[src/rtl/ps2_pkg.sv]
// rtl/ps2_pkg.sv - shared PS/2 frame constants, receive-state type and parity helper
package ps2_pkg;

   typedef enum logic [1:0] {IDLE, DATA, PARITY, STOP} ps2_rx_state_t;

   localparam logic PS2_START_BIT = 1'b0;
   localparam logic PS2_STOP_BIT  = 1'b1;
   localparam int   PS2_DATA_BITS = 8;

   // PS/2 uses odd parity: data bits plus parity bit must hold an odd number of ones
   function automatic logic ps2_parity_ok(input logic [PS2_DATA_BITS-1:0] data, input logic parity);
      return ^{data, parity};
   endfunction

endpackage

[src/rtl/ps2_receive_if.sv]
// rtl/ps2_receive_if.sv - pin and byte-output bundle of the PS/2 receiver
interface ps2_receive_if;
   import ps2_pkg::*;

   logic                     enable;
   logic                     ps2_clock;
   logic                     ps2_data;
   logic [PS2_DATA_BITS-1:0] rx_data;
   logic                     rx_valid;
   logic                     rx_error;
   logic                     busy;

   modport master (
      output enable, ps2_clock, ps2_data,
      input  rx_data, rx_valid, rx_error, busy
   );

   modport slave (
      input  enable, ps2_clock, ps2_data,
      output rx_data, rx_valid, rx_error, busy
   );

endinterface

[src/rtl/ps2_filter.sv]
// rtl/ps2_filter.sv - pin synchronizer, saturating glitch filter and falling-edge strobe
module ps2_filter #(
   parameter int SYNC_STAGES = 2,
   parameter int FILTER_LEN  = 4
) (
   input  logic clk,
   input  logic reset,
   input  logic i_pin,
   output logic o_fall
);

   localparam int CW = $clog2(FILTER_LEN + 1);

   logic [SYNC_STAGES-1:0] r_sync;
   logic [CW-1:0]          r_cnt;
   logic                   r_level;
   logic                   r_fall;
   logic                   w_sample;

   assign w_sample = r_sync[SYNC_STAGES-1];
   assign o_fall   = r_fall;

   // Synchronizer chain, preset high so an idle bus looks idle straight out of reset
   always_ff @(posedge clk or negedge reset) begin
      if (!reset) r_sync <= '1;
      else        r_sync <= {r_sync[SYNC_STAGES-2:0], i_pin};
   end

   // Level only flips after FILTER_LEN consecutive disagreeing samples; strobe is registered with the flip
   always_ff @(posedge clk or negedge reset) begin
      if (!reset) begin
         r_cnt   <= '0;
         r_level <= 1'b1;
         r_fall  <= 1'b0;
      end else begin
         r_fall <= 1'b0;
         if (w_sample == r_level) begin
            r_cnt <= '0;
         end else if (r_cnt == CW'(FILTER_LEN - 1)) begin
            r_cnt   <= '0;
            r_level <= w_sample;
            r_fall  <= ~w_sample;
         end else begin
            r_cnt <= r_cnt + 1'b1;
         end
      end
   end

endmodule

[src/rtl/ps2_receive.sv]
// rtl/ps2_receive.sv - PS/2 device-to-host frame receiver with parity, stop and timeout checks
module ps2_receive
   import ps2_pkg::*;
#(
   parameter int SYNC_STAGES    = 2,
   parameter int FILTER_LEN     = 4,
   parameter int TIMEOUT_CYCLES = 100_000
) (
   input  logic          clk,
   input  logic          reset,
   ps2_receive_if.slave  bus
);

   localparam int            TW      = $clog2(TIMEOUT_CYCLES);
   localparam logic [TW-1:0] TO_LAST = TW'(TIMEOUT_CYCLES - 1);

   ps2_rx_state_t            r_state;
   logic [2:0]               r_bitcnt;
   logic [TW-1:0]            r_tocnt;
   logic [PS2_DATA_BITS-1:0] r_shift;
   logic                     r_parity;
   logic [PS2_DATA_BITS-1:0] r_rx_data;
   logic                     r_rx_valid;
   logic                     r_rx_error;
   logic [SYNC_STAGES-1:0]   r_data_sync;

   logic w_fall;
   logic w_data;
   logic w_timeout;

   ps2_filter #(
      .SYNC_STAGES (SYNC_STAGES),
      .FILTER_LEN  (FILTER_LEN)
   ) u_clk_filter (
      .clk    (clk),
      .reset  (reset),
      .i_pin  (bus.ps2_clock),
      .o_fall (w_fall)
   );

   // Data pin only needs synchronizing: it is sampled FILTER_LEN cycles after the clock edge, long after it settled
   always_ff @(posedge clk or negedge reset) begin
      if (!reset) r_data_sync <= '1;
      else        r_data_sync <= {r_data_sync[SYNC_STAGES-2:0], bus.ps2_data};
   end

   assign w_data    = r_data_sync[SYNC_STAGES-1];
   // A clock edge arriving on the last allowed cycle still counts, so the edge wins over the timeout
   assign w_timeout = (r_state != IDLE) && !w_fall && (r_tocnt == TO_LAST);

   // Frame FSM with registered byte, strobes, bit counter and inter-edge timeout counter
   always_ff @(posedge clk or negedge reset) begin
      if (!reset) begin
         r_state    <= IDLE;
         r_bitcnt   <= '0;
         r_tocnt    <= '0;
         r_shift    <= '0;
         r_parity   <= 1'b0;
         r_rx_data  <= '0;
         r_rx_valid <= 1'b0;
         r_rx_error <= 1'b0;
      end else begin
         r_rx_valid <= 1'b0;
         r_rx_error <= 1'b0;
         if (!bus.enable) begin
            r_state  <= IDLE;
            r_bitcnt <= '0;
            r_tocnt  <= '0;
         end else begin
            if (w_fall || r_state == IDLE) r_tocnt <= '0;
            else                           r_tocnt <= r_tocnt + 1'b1;

            if (w_timeout) begin
               r_rx_error <= 1'b1;
               r_state    <= IDLE;
            end else if (w_fall) begin
               case (r_state)
                  IDLE: begin
                     if (w_data == PS2_START_BIT) begin
                        r_state  <= DATA;
                        r_bitcnt <= '0;
                        r_shift  <= '0;
                     end
                  end
                  DATA: begin
                     r_shift  <= {w_data, r_shift[PS2_DATA_BITS-1:1]};
                     r_bitcnt <= r_bitcnt + 1'b1;
                     if (r_bitcnt == 3'(PS2_DATA_BITS - 1)) r_state <= PARITY;
                  end
                  PARITY: begin
                     r_parity <= w_data;
                     r_state  <= STOP;
                  end
                  STOP: begin
                     if (w_data == PS2_STOP_BIT && ps2_parity_ok(r_shift, r_parity)) begin
                        r_rx_data  <= r_shift;
                        r_rx_valid <= 1'b1;
                     end else begin
                        r_rx_error <= 1'b1;
                     end
                     r_state <= IDLE;
                  end
                  default: r_state <= IDLE;
               endcase
            end
         end
      end
   end

   assign bus.rx_data  = r_rx_data;
   assign bus.rx_valid = r_rx_valid;
   assign bus.rx_error = r_rx_error;
   assign bus.busy     = (r_state != IDLE);

endmodule

[src/flat_wrapper.sv]
// flat-port wrapper written by rule: the top's interface ports become plain ports
module ps2_receive_flat import ps2_pkg::*;
#(
   parameter int SYNC_STAGES    = 2,
   parameter int FILTER_LEN     = 4,
   parameter int TIMEOUT_CYCLES = 100_000
)
  (clk, reset, bus_enable, bus_ps2_clock, bus_ps2_data, bus_rx_data, bus_rx_valid, bus_rx_error, bus_busy);
  ps2_receive_if bus_i ();
  input  logic clk;
  input  logic reset;
  input wire logic [$bits(bus_i.enable)-1:0] bus_enable;
  input wire logic [$bits(bus_i.ps2_clock)-1:0] bus_ps2_clock;
  input wire logic [$bits(bus_i.ps2_data)-1:0] bus_ps2_data;
  output wire logic [$bits(bus_i.rx_data)-1:0] bus_rx_data;
  output wire logic [$bits(bus_i.rx_valid)-1:0] bus_rx_valid;
  output wire logic [$bits(bus_i.rx_error)-1:0] bus_rx_error;
  output wire logic [$bits(bus_i.busy)-1:0] bus_busy;
  assign bus_i.enable = bus_enable;
  assign bus_i.ps2_clock = bus_ps2_clock;
  assign bus_i.ps2_data = bus_ps2_data;
  assign bus_rx_data = bus_i.rx_data;
  assign bus_rx_valid = bus_i.rx_valid;
  assign bus_rx_error = bus_i.rx_error;
  assign bus_busy = bus_i.busy;
  ps2_receive #(.SYNC_STAGES(SYNC_STAGES), .FILTER_LEN(FILTER_LEN), .TIMEOUT_CYCLES(TIMEOUT_CYCLES)) u_core (.clk(clk), .reset(reset), .bus(bus_i));
endmodule
[config.mk]
export PLATFORM = sky130hd
export DESIGN_NAME = ps2_receive_flat
export DESIGN_NICKNAME = d
export VERILOG_FILES = /design/src/rtl/ps2_pkg.sv /design/src/rtl/ps2_receive_if.sv /design/src/rtl/ps2_filter.sv /design/src/rtl/ps2_receive.sv /design/src/flat_wrapper.sv
export SDC_FILE = /design/constraint.sdc
export NUM_CORES = 1
export LEC_CHECK = 0
export BUFFER_PORTS_ARGS = -buffer_cell sky130_fd_sc_hd__buf_2
export CAP_MARGIN = 20
export CORE_MARGIN = 10
export CORE_UTILIZATION = 59
export CTS_CLUSTER_SIZE = 24
export DETAILED_ROUTE_END_ITERATION = 12
export PLACE_DENSITY = 0.8
export SLEW_MARGIN = 0
export SYNTH_ARGS = -nofsm -noshare
export SYNTH_HDL_FRONTEND = slang
export SYNTH_SLANG_ARGS = --single-unit
export TNS_END_PERCENT = 5
[constraint.sdc]
create_clock -name clk -period 2.2 [get_ports clk]
set_input_delay 0.11 -clock clk [delete_from_list [all_inputs] [get_ports clk]]
set_output_delay 0.11 -clock clk [all_outputs]
set_load 0.01 [all_outputs]
==> results.txt <==
----------------------------------------------------
[Routing]
  Detailed-route DRC error count ... 0
  1st-iter DRT viols ... 77
  Routed vias/inst ... roughly 5.7
  Post-detailed-routing wire length ... around 3900 um
  Post-detailed-route count of antenna-violating nets ... 0
  Via count ... between 1000 and 1500
  Count of TritonRoute iterations in the first routing pass ... 4
  Average wire per standard cell ... between 10 and 15 um

[Clock tree]
  Clk slew on worst S/H paths ... 0.08 ns
  Clk Latency, worst-skew pair ... 0.30 ns
  Number of clock buffers inserted by TritonCTS ... 5
  Deepest clock path buffer count ... 2
  Clock sink count ... 50
  CTS H-tree lvls ... 2
  CTS tree ... done
  Root buf cell ... sky130_fd_sc_hd__clkbuf_8

[Floorplanning]
  Row count ... 22
  Core Area ... about 3700 sq um
  Initial Utilization ... 0.614
  Die Footprint ... approximately 6700 sq um
  Vertical extent of the die ... between 80 and 90 um
  Die extent in x ... around 82 um
  I/O pin count ... 16

[Timing]
  Worst hold-check slack ... ~0.14 ns
  Min Clock Period, post-route ... 2.04 ns
  Max frequency ... 0.490 GHz
  Number of failing setup endpoints in the final timing report ... 0
  Count of endpoints failing hold in the final timing report ... 0
  Worst-margin pin slew ... 0.644 ns
  Part of the cycle the worst path needs ... 0.927
  Final Worst Setup Slack ... between 0.15 and 0.2 ns
  Total Negative Setup Slacks ... 0 ns
  Max Clock Skew ... about 0.0061 ns
  RSZ-0062 raised after global routing ... false
  Count of final max-slew check failures ... 0
  Slew HR ... 0.569

[Global routing]
  Gr usage total ... 0.128
  Via count of the first global-routing pass ... between 1500 and 2000
  First-pass GRT wire length ... approximately 6700 um
  Antenna violations before repair ... 0
  Total grt overflow ... 0
  Pin count of the biggest net entering global routing ... slightly above 50

[Flow run]
  Max capacitance violation total ... 0

[Setup path]
  Worst Reg-to-Reg Cells ... 6
  Data required time of the worst path ... about 2.4 ns
  Buf+Inv Stages, Crit Path ... 1
  Class of the most critical setup path ... reg -> reg
  Worst path arrival time ... 2.23 ns
  Largest stage delay, worst path ... between 0.5 and 0.6 ns
  Reg-to-Reg End ... u_core.r_state[0]
  Launch point of the worst reg-to-reg path ... u_core.r_state[0]
  Capturing element type of the critical path ... flop
  Cell with the largest stage delay on the worst path ... sky130_fd_sc_hd__or4_1
  Ordered cell list for the critical path ... inv_1 > ha_1 > or4_1 > nor4_2 > and2_1 > and3b_1
  Reg2Reg Setup Slack ... about 0.16 ns
  Cell family with the largest share of critical-path delay ... simple AND/OR/NAND/NOR gates
  Largest fanout of any net on the critical path ... 7
  Critical path launch point type ... flop

[Yosys]
  Synthesized netlist net count ... roughly 200
  Syn. warnings ... 0
  Post-synthesis register bit count ... 50
  Syn Inst Count ... 190
  Post-Synthesis Mean Instance Area ... 11.9 sq um
  Number of distinct library cell variants in the gate-level netlist after synthesis ... 34
  Post-synthesis sequential area ratio ... 0.555
  Post-synthesis cell area ... around 2300 sq um

[Worst hold path]
  Worst hold path cell count ... 2
  Hold endpoint ... u_core.bus.rx_error
  Worst hold path class ... in -> reg
  Worst Hold Launch ... bus_enable

[Status]
  Result of the run ... finished clean

[Pwr]
  Leakage Power ... 1.17 nW
  Pwr/cell area ... 665 nW/um^2
  Peak supply drop ... roughly 0.44 mV

[Cells and area]
  Layout cells sized above 1 ... 0.187
  Growth of design area from synthesis to finish ... 12.1%
  Net total in the final layout ... around 230
  Area of the multi-input gates ... 966 sq um
  Area used by sequential logic in the layout ... ~1300 sq um
  Number of diodes added for antenna fixing ... 0
  FILL cells ... roughly 270

[Placement]
  Worst-case setup slack after placement ... around 0.12 ns
  GP Congestion ... 0.850
  Buffers on Ports ... 15
  Post-detail-place hpwl ... ~2800 um

----------------------------------------------------
## final cells by class
class	count	area share
Timing Repair Buffer	19	0.0443
Sequential cell	50	0.495
Clock inverter	1	0.0118
Multi-Input combinational cell	127	0.380
Clock buffer	7	0.0300
Inverter	10	0.0148
Tap cell	48	0.0236
## worst max path at each step
stage / startpoint / to / cells past startpoint
6_report: u_core.r_state[0] / u_core.r_state[0] / 6
5_1_grt: u_core.r_state[0] / u_core.r_state[0] / 6
3_3_place_gp: u_core.r_state[0] / u_core.r_state[0] / 6
4_1_cts: u_core.r_state[0] / u_core.r_state[0] / 6
2_1_floorplan: u_core.r_state[0] / u_core.r_state[0] / 6
3_5_place_dp: u_core.r_state[0] / u_core.r_state[0] / 6
## what timing repair did
item | CTS | global route
resized for setup | 0 | 1
setup endpoints to repair | 0 | 1
hold endpoints to repair | 47 | 0
hold buffers | 3 | 0
setup buffers | 0 | 0
## cell families after synthesis
family          Yosys count  share of synthesized area
simple gates             63                      0.152
flops                    50                      0.555
compound gates           25                     0.0768
xor+xnor                 18                     0.0823
buf+inv                  13                     0.0215
mux                      13                     0.0679
fa+ha+maj                 8                     0.0442
## where the power goes
group / switching [mW] / total (mW) / internal (mW)
Clock: 0.278 / 0.618 / 0.340
Sequential: 0.0197 / 0.977 / 0.958
Combinational: 0.0512 / 0.0945 / 0.0433
## cells in the final DEF, fill, tap and decap left out, drive strengths merged, types with 5 or more instances in the layout
master  count
a22o        9
buf        16
clkbuf      7
dfrtp      45
dfstp       5
ha          8
inv        10
mux2        9
nand2       6
nand3       6
nor2       15
nor2b       5
nor3        5
o21ai       7
or3         5
xnor2      12
## stage by stage
step	cell area, sq um	std cells	util	power [mW]
2_1_floorplan	2270	190	-	1.05
3_3_place_gp	2400	251	0.650	1.08
3_5_place_dp	2400	251	0.650	1.09
4_1_cts	2530	262	0.687	1.71
5_1_grt	2540	262	0.689	1.76
6_report	2540	262	0.689	1.69
## cell usage after synthesis (all sizes together)
cell type	n	share of area
xnor2	12	0.046
ha	8	0.044
a22o	9	0.035
o21ai	7	0.015
mux2	9	0.045
xnor3	2	0.020
nand4	4	0.011
nor3	5	0.011
o311a	1	0.0044
mux2i	4	0.023
dfrtp	45	0.50
and3b	2	0.0077
inv	10	0.017
or4	2	0.0066
nand3	6	0.013
clkbuf	3	0.0050
nor4	4	0.011
and3	2	0.0055
or3	5	0.014
dfstp	5	0.058
a21oi	4	0.0088
nor2b	5	0.014
nor2	15	0.025
o211ai	1	0.0033
a22oi	2	0.0066
and2	2	0.0055
a21boi	1	0.0033
or4b	1	0.0044
nor4b	1	0.0039
xor2	4	0.015
nor3b	3	0.0099
nand2	6	0.0099
## registers in the layout, indices dropped and copies added (netlist names), 2 cells and up
name                        count
u_core.r_bitcnt                 3
u_core.r_shift                  8
u_core.r_data_sync              2
u_core.r_state                  2
u_core.bus.rx_data              8
u_core.u_clk_filter.r_sync      2
u_core.r_tocnt                 17
u_core.u_clk_filter.r_cnt       3
## layer usage
metal	part of all wire	global-route usage
met3	0.057	0.0338
met5	0	0
met4	0.020	0.0663
met2	0.50	0.220
met1	0.43	0.141
No activity file was read; power rests on OpenSTA's default activity.
